## config.mk

```make
export PLATFORM = sky130hd
export DESIGN_NAME = collision_detector
export DESIGN_NICKNAME = d
export VERILOG_FILES = /design/src/rtl/collision_detector_pkg.sv /design/src/rtl/collision_detector_aabb_overlap.sv /design/src/rtl/collision_detector.sv
export SDC_FILE = /design/constraint.sdc
export NUM_CORES = 1
export LEC_CHECK = 0
export ABC_CLOCK_PERIOD_IN_PS = 9000
export CAP_MARGIN = 5
export CORE_AREA = 2 2 182 184
export CTS_BUF_LIST = sky130_fd_sc_hd__clkbuf_2
export DETAILED_ROUTE_END_ITERATION = 10
export DIE_AREA = 0 0 184 186
export PLACE_DENSITY_LB_ADDON = 0.2
export SLEW_MARGIN = 10
export SYNTH_ARGS = -nofsm -noshare
export SYNTH_HDL_FRONTEND = slang
export SYNTH_SLANG_ARGS = --single-unit
```

## constraint.sdc

```tcl
create_clock -name pixel_clk -period 9 [get_ports pixel_clk]
set_input_delay 1.35 -clock pixel_clk [delete_from_list [all_inputs] [get_ports pixel_clk]]
set_output_delay 1.35 -clock pixel_clk [all_outputs]
set_load 0.1 [all_outputs]
```

## src/rtl/collision_detector_pkg.sv

```systemverilog
// Shared definitions for the bullet/alien collision scanner: default sizing,
// coordinate width and the scan state encoding.
package collision_detector_pkg;

    localparam int NUM_ALIENS_DEF   = 8;
    localparam int SCORE_W_DEF      = 16;
    localparam int ALIEN_POINTS_DEF = 10;
    localparam int COORD_W          = 12;

    typedef enum logic [1:0] {
        ST_IDLE = 2'd0,
        ST_SCAN = 2'd1,
        ST_DONE = 2'd2
    } scan_state_e;

    // Index width that stays legal for a single alien.
    function automatic int idx_width(input int n);
        return (n > 1) ? $clog2(n) : 1;
    endfunction

endpackage

```

## src/rtl/collision_detector_aabb_overlap.sv

```systemverilog
// Inclusive axis-aligned bounding box overlap test on signed coordinates.
// Touching edges count as overlap. Purely combinational so it can be shared
// by any scanner that time-multiplexes boxes through it.
module aabb_overlap
    import collision_detector_pkg::*;
(
    input  logic signed [COORD_W-1:0] a_lhpos,
    input  logic signed [COORD_W-1:0] a_rhpos,
    input  logic signed [COORD_W-1:0] a_tvpos,
    input  logic signed [COORD_W-1:0] a_bvpos,
    input  logic signed [COORD_W-1:0] b_lhpos,
    input  logic signed [COORD_W-1:0] b_rhpos,
    input  logic signed [COORD_W-1:0] b_tvpos,
    input  logic signed [COORD_W-1:0] b_bvpos,
    output logic                      overlap
);

    assign overlap = (a_lhpos <= b_rhpos) && (b_lhpos <= a_rhpos) &&
                     (a_tvpos <= b_bvpos) && (b_tvpos <= a_bvpos);

endmodule

```

## src/rtl/collision_detector.sv

```systemverilog
// Frame-rate collision scanner: once per fsync, walks every alien through a
// single shared box comparator, records the lowest-index live alien hit by
// the bullet, then publishes a one-hot hit vector, a bullet retire pulse and
// a saturating score. A frame strobe arriving mid-scan abandons the partial
// result, flags a sticky overrun and restarts the scan.
module collision_detector
    import collision_detector_pkg::*;
#(
    parameter int NUM_ALIENS   = NUM_ALIENS_DEF,
    parameter int SCORE_W      = SCORE_W_DEF,
    parameter int ALIEN_POINTS = ALIEN_POINTS_DEF
) (
    input  logic                      pixel_clk,
    input  logic                      rst,
    input  logic                      fsync,
    input  logic                      bullet_active,
    input  logic signed [COORD_W-1:0] bullet_lhpos,
    input  logic signed [COORD_W-1:0] bullet_rhpos,
    input  logic signed [COORD_W-1:0] bullet_tvpos,
    input  logic signed [COORD_W-1:0] bullet_bvpos,
    input  logic [NUM_ALIENS-1:0]     alien_alive,
    input  logic signed [COORD_W-1:0] alien_lhpos [0:NUM_ALIENS-1],
    input  logic signed [COORD_W-1:0] alien_rhpos [0:NUM_ALIENS-1],
    input  logic signed [COORD_W-1:0] alien_tvpos [0:NUM_ALIENS-1],
    input  logic signed [COORD_W-1:0] alien_bvpos [0:NUM_ALIENS-1],
    output logic [NUM_ALIENS-1:0]     alien_hit,
    output logic                      bullet_hit,
    output logic [SCORE_W-1:0]        score,
    output logic                      scan_busy,
    output logic                      overrun
);

    localparam int                  IDX_W      = idx_width(NUM_ALIENS);
    localparam logic [IDX_W-1:0]    LAST_IDX   = IDX_W'(NUM_ALIENS - 1);
    localparam logic [SCORE_W:0]    POINTS_EXT = (SCORE_W + 1)'(ALIEN_POINTS);

    scan_state_e             state_q,      state_d;
    logic [IDX_W-1:0]        idx_q,        idx_d;
    logic                    found_q,      found_d;
    logic [IDX_W-1:0]        hit_idx_q,    hit_idx_d;
    logic [NUM_ALIENS-1:0]   alien_hit_q,  alien_hit_d;
    logic                    bullet_hit_q, bullet_hit_d;
    logic [SCORE_W-1:0]      score_q,      score_d;
    logic                    scan_busy_q,  scan_busy_d;
    logic                    overrun_q,    overrun_d;

    logic signed [COORD_W-1:0] sel_lhpos_s;
    logic signed [COORD_W-1:0] sel_rhpos_s;
    logic signed [COORD_W-1:0] sel_tvpos_s;
    logic signed [COORD_W-1:0] sel_bvpos_s;
    logic                      sel_alive_s;
    logic                      overlap_s;
    logic                      candidate_s;
    logic [NUM_ALIENS-1:0]     onehot_s;
    logic [SCORE_W:0]          score_sum_s;
    logic [SCORE_W-1:0]        score_sat_s;

    // Select the alien under test; boxes are stable because they only move on fsync.
    always_comb begin
        sel_lhpos_s = alien_lhpos[idx_q];
        sel_rhpos_s = alien_rhpos[idx_q];
        sel_tvpos_s = alien_tvpos[idx_q];
        sel_bvpos_s = alien_bvpos[idx_q];
        sel_alive_s = alien_alive[idx_q];
    end

    aabb_overlap u_overlap (
        .a_lhpos (bullet_lhpos),
        .a_rhpos (bullet_rhpos),
        .a_tvpos (bullet_tvpos),
        .a_bvpos (bullet_bvpos),
        .b_lhpos (sel_lhpos_s),
        .b_rhpos (sel_rhpos_s),
        .b_tvpos (sel_tvpos_s),
        .b_bvpos (sel_bvpos_s),
        .overlap (overlap_s)
    );

    // Candidate qualification, one-hot decode and saturating score increment.
    always_comb begin
        candidate_s = sel_alive_s && bullet_active && overlap_s;
        onehot_s    = NUM_ALIENS'(1) << hit_idx_q;
        score_sum_s = {1'b0, score_q} + POINTS_EXT;
        if (score_sum_s[SCORE_W]) begin
            score_sat_s = '1;
        end else begin
            score_sat_s = score_sum_s[SCORE_W-1:0];
        end
    end

    // Scan sequencing: next-state and next-output computation.
    always_comb begin
        state_d      = state_q;
        idx_d        = idx_q;
        found_d      = found_q;
        hit_idx_d    = hit_idx_q;
        alien_hit_d  = alien_hit_q;
        bullet_hit_d = 1'b0;
        score_d      = score_q;
        overrun_d    = overrun_q;

        case (state_q)
            ST_IDLE: begin
                if (fsync) begin
                    state_d = ST_SCAN;
                    idx_d   = '0;
                    found_d = 1'b0;
                end else begin
                    state_d = ST_IDLE;
                end
            end
            ST_SCAN: begin
                if (fsync) begin
                    // Late frame strobe: drop this scan and start over.
                    overrun_d = 1'b1;
                    idx_d     = '0;
                    found_d   = 1'b0;
                end else begin
                    if (candidate_s && !found_q) begin
                        found_d   = 1'b1;
                        hit_idx_d = idx_q;
                    end else begin
                        found_d   = found_q;
                    end
                    if (idx_q == LAST_IDX) begin
                        state_d = ST_DONE;
                    end else begin
                        idx_d = idx_q + IDX_W'(1);
                    end
                end
            end
            ST_DONE: begin
                if (fsync) begin
                    // Result not yet published, so it is abandoned too.
                    overrun_d = 1'b1;
                    state_d   = ST_SCAN;
                    idx_d     = '0;
                    found_d   = 1'b0;
                end else begin
                    alien_hit_d  = found_q ? onehot_s : '0;
                    bullet_hit_d = found_q;
                    if (found_q) begin
                        score_d = score_sat_s;
                    end else begin
                        score_d = score_q;
                    end
                    state_d = ST_IDLE;
                end
            end
            default: begin
                state_d = ST_IDLE;
                idx_d   = '0;
                found_d = 1'b0;
            end
        endcase

        scan_busy_d = (state_d == ST_SCAN);
    end

    // State and registered outputs, synchronous reset.
    always_ff @(posedge pixel_clk) begin
        if (rst) begin
            state_q      <= ST_IDLE;
            idx_q        <= '0;
            found_q      <= 1'b0;
            hit_idx_q    <= '0;
            alien_hit_q  <= '0;
            bullet_hit_q <= 1'b0;
            score_q      <= '0;
            scan_busy_q  <= 1'b0;
            overrun_q    <= 1'b0;
        end else begin
            state_q      <= state_d;
            idx_q        <= idx_d;
            found_q      <= found_d;
            hit_idx_q    <= hit_idx_d;
            alien_hit_q  <= alien_hit_d;
            bullet_hit_q <= bullet_hit_d;
            score_q      <= score_d;
            scan_busy_q  <= scan_busy_d;
            overrun_q    <= overrun_d;
        end
    end

    assign alien_hit  = alien_hit_q;
    assign bullet_hit = bullet_hit_q;
    assign score      = score_q;
    assign scan_busy  = scan_busy_q;
    assign overrun    = overrun_q;

endmodule

```

==> qor.tcl <==
set qor(mostFrequentLayoutCells) {sky130_fd_sc_hd__clkdlybuf4s50_1 (470), sky130_fd_sc_hd__mux4_2 (98), sky130_fd_sc_hd__ha_1 (55)}
set qor(ys_dominant_reg_cell) {sky130_fd_sc_hd__dfxtp_1}
set qor(number_of_cells_traversed_by_the_worst_register_to_register_path) 11
set qor(hold_path.startpoint) {score[0]$_SDFFE_PP0P_}
set qor(port_buffers) 470
set qor(grt_start_max_net_pins) 61
set qor(via_count) 6113
set qor(post_synth_num_cell_types) 53
set qor(path_class) {flop to flop}
set qor(leakagePower_nw) 3.80
set qor(drc_errors) 0
set qor(holdWs_ns) 0.472
set qor(cp-end-kind) {flop}
set qor(synth-edff-count) 0
set qor(final-seq-area_um2) 732
set qor(globalplace.congestion) 0.770
set qor(clkSlewWorstSetupHoldPaths_ns) 0.21
set qor(rows) 66
set qor(irDropWorstVdd_mv) 0.0334
set qor(instances_no_fill) 1363
set qor(setup_tns_ns) 0
set qor(io_pins) 471
set qor(buffer_cell_driving_the_clock_tree_root) {sky130_fd_sc_hd__clkbuf_2}
set qor(worst-path-max-fanout) 60
set qor(max_slew.worst_pin.slew_ns) 1.01
set qor(antenna_violations_before_repair) 7
set qor(fin_crit_sh) 0.477
set qor(crit_chain) {buf_4, mux4_2, mux2_2, ha_1, nor2b_1, o211ai_1, a211oi_1, a2111oi_0, o22a_1, nand3_2, mux2i_1}
set qor(power.density_nw_per_um2) 54.2
set qor(die-area_um2) 34200
set qor(fin_skew_ns) 0.0351
set qor(start_util) 0.174
set qor(drt-pass1-iter-count) 4
set qor(tritoncts_clock_tree) {built}
set qor(globalRouteOverflowTotal) 0
set qor(yosys_warns) 0
set qor(cts_sinks) 36
set qor(timing.final.setup_violations) 0
set qor(coreArea_um2) 32200
set qor(grt.total_usage) 0.164
set qor(hold_viol_final) 0
set qor(post_cts_hold_buffer_count) 0
set qor(max_cap_viol_count) 0
set qor(worst-endpoint-required_ns) 9.27
set qor(worstSetupStartpointType) {flop}
set qor(cts_buffer_depth) 2
set qor(ant_nets) 0
set qor(dieWidth_um) 184
set qor(post_cts_resized) 0
set qor(critical_path.slowest_cell) {sky130_fd_sc_hd__dfxtp_4}
set qor(place_inst) 1350
set qor(hpwlAfterDp_um) 26000
set qor(wirelength_um) 30400
set qor(hp_class) {flop to flop}
set qor(timing.rr.end) {hit_idx_q[1]$_SDFFE_PP0P_}
set qor(final_common_cell) {sky130_fd_sc_hd__clkdlybuf4s50_1}
set qor(status) {completed}
set qor(dr.first_iter.drc_count) 216
set qor(async_reset_ff_frac) 0
set qor(clock_tree.htree_level_count) 2
set qor(synth.cell_area_um2) 5610
set qor(synthesis.nets) 1000
set qor(drive_above_1_share) 0.156
set qor(global_route_wire_length_before_repair_um) 41300
set qor(clkLatencyLatePin_ns) 0.38
set qor(max_stage_delay_ns) 0.80
set qor(wl_per_cell_um) 22.3
set qor(filler_cell_count) 3245
set qor(min_delay_worst_endpoint) {score[0]$_SDFFE_PP0P_}
set qor(worstHoldPathCells) 2
set qor(numCtsBuffers) 5
set qor(syn_avg_cell_area_um2) 11.2
set qor(worst-endpoint-arrival_ns) 4.56
set qor(drt-vias-per-instance) 4.48
set qor(r2r-start) {idx_q[1]$_SDFFE_PP0P_}
set qor(area_added_between_synthesis_and_finish_pct) 92.0
set qor(final_critical_path_time_including_i_o_delays_and_setup_ns) 4.29
set qor(synth_sequential_area_ratio) 0.128
set qor(first_global_vias) 6482
set qor(regToRegSetupSlack_ns) 4.71
set qor(floorplan.die.height_um) 186
set qor(final_util) 0.335
set qor(ys_seq_elements) 36
set qor(headroom_to_the_max_slew_limit) 0.325
set qor(fmax_mhz) 233
set qor(fin_nets) 1448
set qor(total_power_uw) 584
set qor(post_synth_inst_count) 501
set qor(multiInputGateArea_um2) 4620
set qor(post_cts_buffers) 0
set qor(rsz_0062_raised_after_global_routing) {no}
set qor(drv_slew) 0
synthesized netlist by cell type (4+ instances only):
cell type / number / share of area
sky130_fd_sc_hd__dfxtp_1: 36 / 0.13
sky130_fd_sc_hd__nor2b_1: 9 / 0.010
sky130_fd_sc_hd__nand3_1: 12 / 0.011
sky130_fd_sc_hd__ha_1: 55 / 0.12
sky130_fd_sc_hd__xnor2_1: 4 / 0.0062
sky130_fd_sc_hd__buf_1: 6 / 0.0040
sky130_fd_sc_hd__and3_1: 6 / 0.0067
sky130_fd_sc_hd__a211oi_1: 4 / 0.0054
sky130_fd_sc_hd__mux4_2: 98 / 0.39
sky130_fd_sc_hd__a21oi_1: 27 / 0.024
sky130_fd_sc_hd__nand4_1: 9 / 0.010
sky130_fd_sc_hd__nand2b_1: 7 / 0.0078
sky130_fd_sc_hd__nor3_1: 6 / 0.0054
sky130_fd_sc_hd__mux2i_1: 28 / 0.050
sky130_fd_sc_hd__clkbuf_1: 15 / 0.010
sky130_fd_sc_hd__mux2_2: 25 / 0.050
sky130_fd_sc_hd__a21o_1: 5 / 0.0067
sky130_fd_sc_hd__o21ai_0: 11 / 0.0098
sky130_fd_sc_hd__nand2_1: 15 / 0.010
sky130_fd_sc_hd__nor2_1: 33 / 0.022
sky130_fd_sc_hd__buf_2: 10 / 0.0089
sky130_fd_sc_hd__inv_1: 34 / 0.023
worst max path at each step:
stage	startpoint	end	slack (ns)	depth (start not counted)
finish	idx_q[1]$_SDFFE_PP0P_	hit_idx_q[1]$_SDFFE_PP0P_	4.71	11
floorplan	alien_lhpos[1]	hit_idx_q[0]$_SDFFE_PP0P_	5.41	10
CTS	idx_q[1]$_SDFFE_PP0P_	hit_idx_q[1]$_SDFFE_PP0P_	4.49	11
detailed placement	alien_lhpos[36]	hit_idx_q[1]$_SDFFE_PP0P_	4.31	11
global placement	alien_lhpos[36]	hit_idx_q[1]$_SDFFE_PP0P_	4.31	11
global route	idx_q[0]$_SDFFE_PP0P_	hit_idx_q[1]$_SDFFE_PP0P_	4.42	11
area by class of cell:
type / count / share of cell area
multi-input combinational: 398 / 0.429
sequential: 36 / 0.0679
clock buffer: 7 / 0.00325
timing repair buffer: 474 / 0.439
inverter: 34 / 0.0118
tap: 408 / 0.0474
antenna: 5 / 0.00116
clock inverter: 1 / 0.000464
kinds of logic (layout without fill, tap and decap cells):
| group | after synthesis | count (layout) | share of synthesized area |
|---|---|---|---|
| buffers and inverters | 67 | 516 | 0.0484 |
| DFF | 36 | 36 | 0.128 |
| adders and majority gates | 55 | 55 | 0.123 |
| xor gates and xnor gates | 7 | 7 | 0.0109 |
| muxes | 151 | 151 | 0.493 |
| AOI/OAI and AO/OA | 75 | 75 | 0.0934 |
| and+or+nand+nor | 110 | 110 | 0.103 |
| other | 0 | 5 | 0 |
report_power, final:
group / internal (mW) / switching (mW)
sequential: 0.160 / 0.00169
clock: 0.0213 / 0.0564
combinational: 0.247 / 0.0977
state kept, by name (all words and copies together), names as in the netlist:
register and flops:
scan_busy 1, score 16, hit_idx_q 3, state_q 2
found_q 1, idx_q 3, alien_hit 8, bullet_hit 1
overrun 1
metal layers:
metal,GRT usage,up-vias,part of all wire
li1,-,2923,-
met1,0.193,2950,0.39
met2,0.301,220,0.52
met3,0.0440,16,0.076
met4,0.0243,4,0.0061
met5,0,-,0.00089
through the flow:
step	area, um2	setup slack (ns)
finish	10800	4.71
global route	10800	4.42
CTS	10800	4.49
detailed placement	10700	4.31
global placement	10700	4.31
floorplan	5610	5.41
critical path: cells and delay by family, from the launching register on:
kind | cells | cell delay (ns)
flops | 1 | 0.80
mux | 3 | 0.88
compound gates | 4 | 1.07
fa+ha+maj | 1 | 0.29
simple gates | 2 | 0.28
buf+inv | 1 | 0.79
Power figures use the tool's default switching activity.
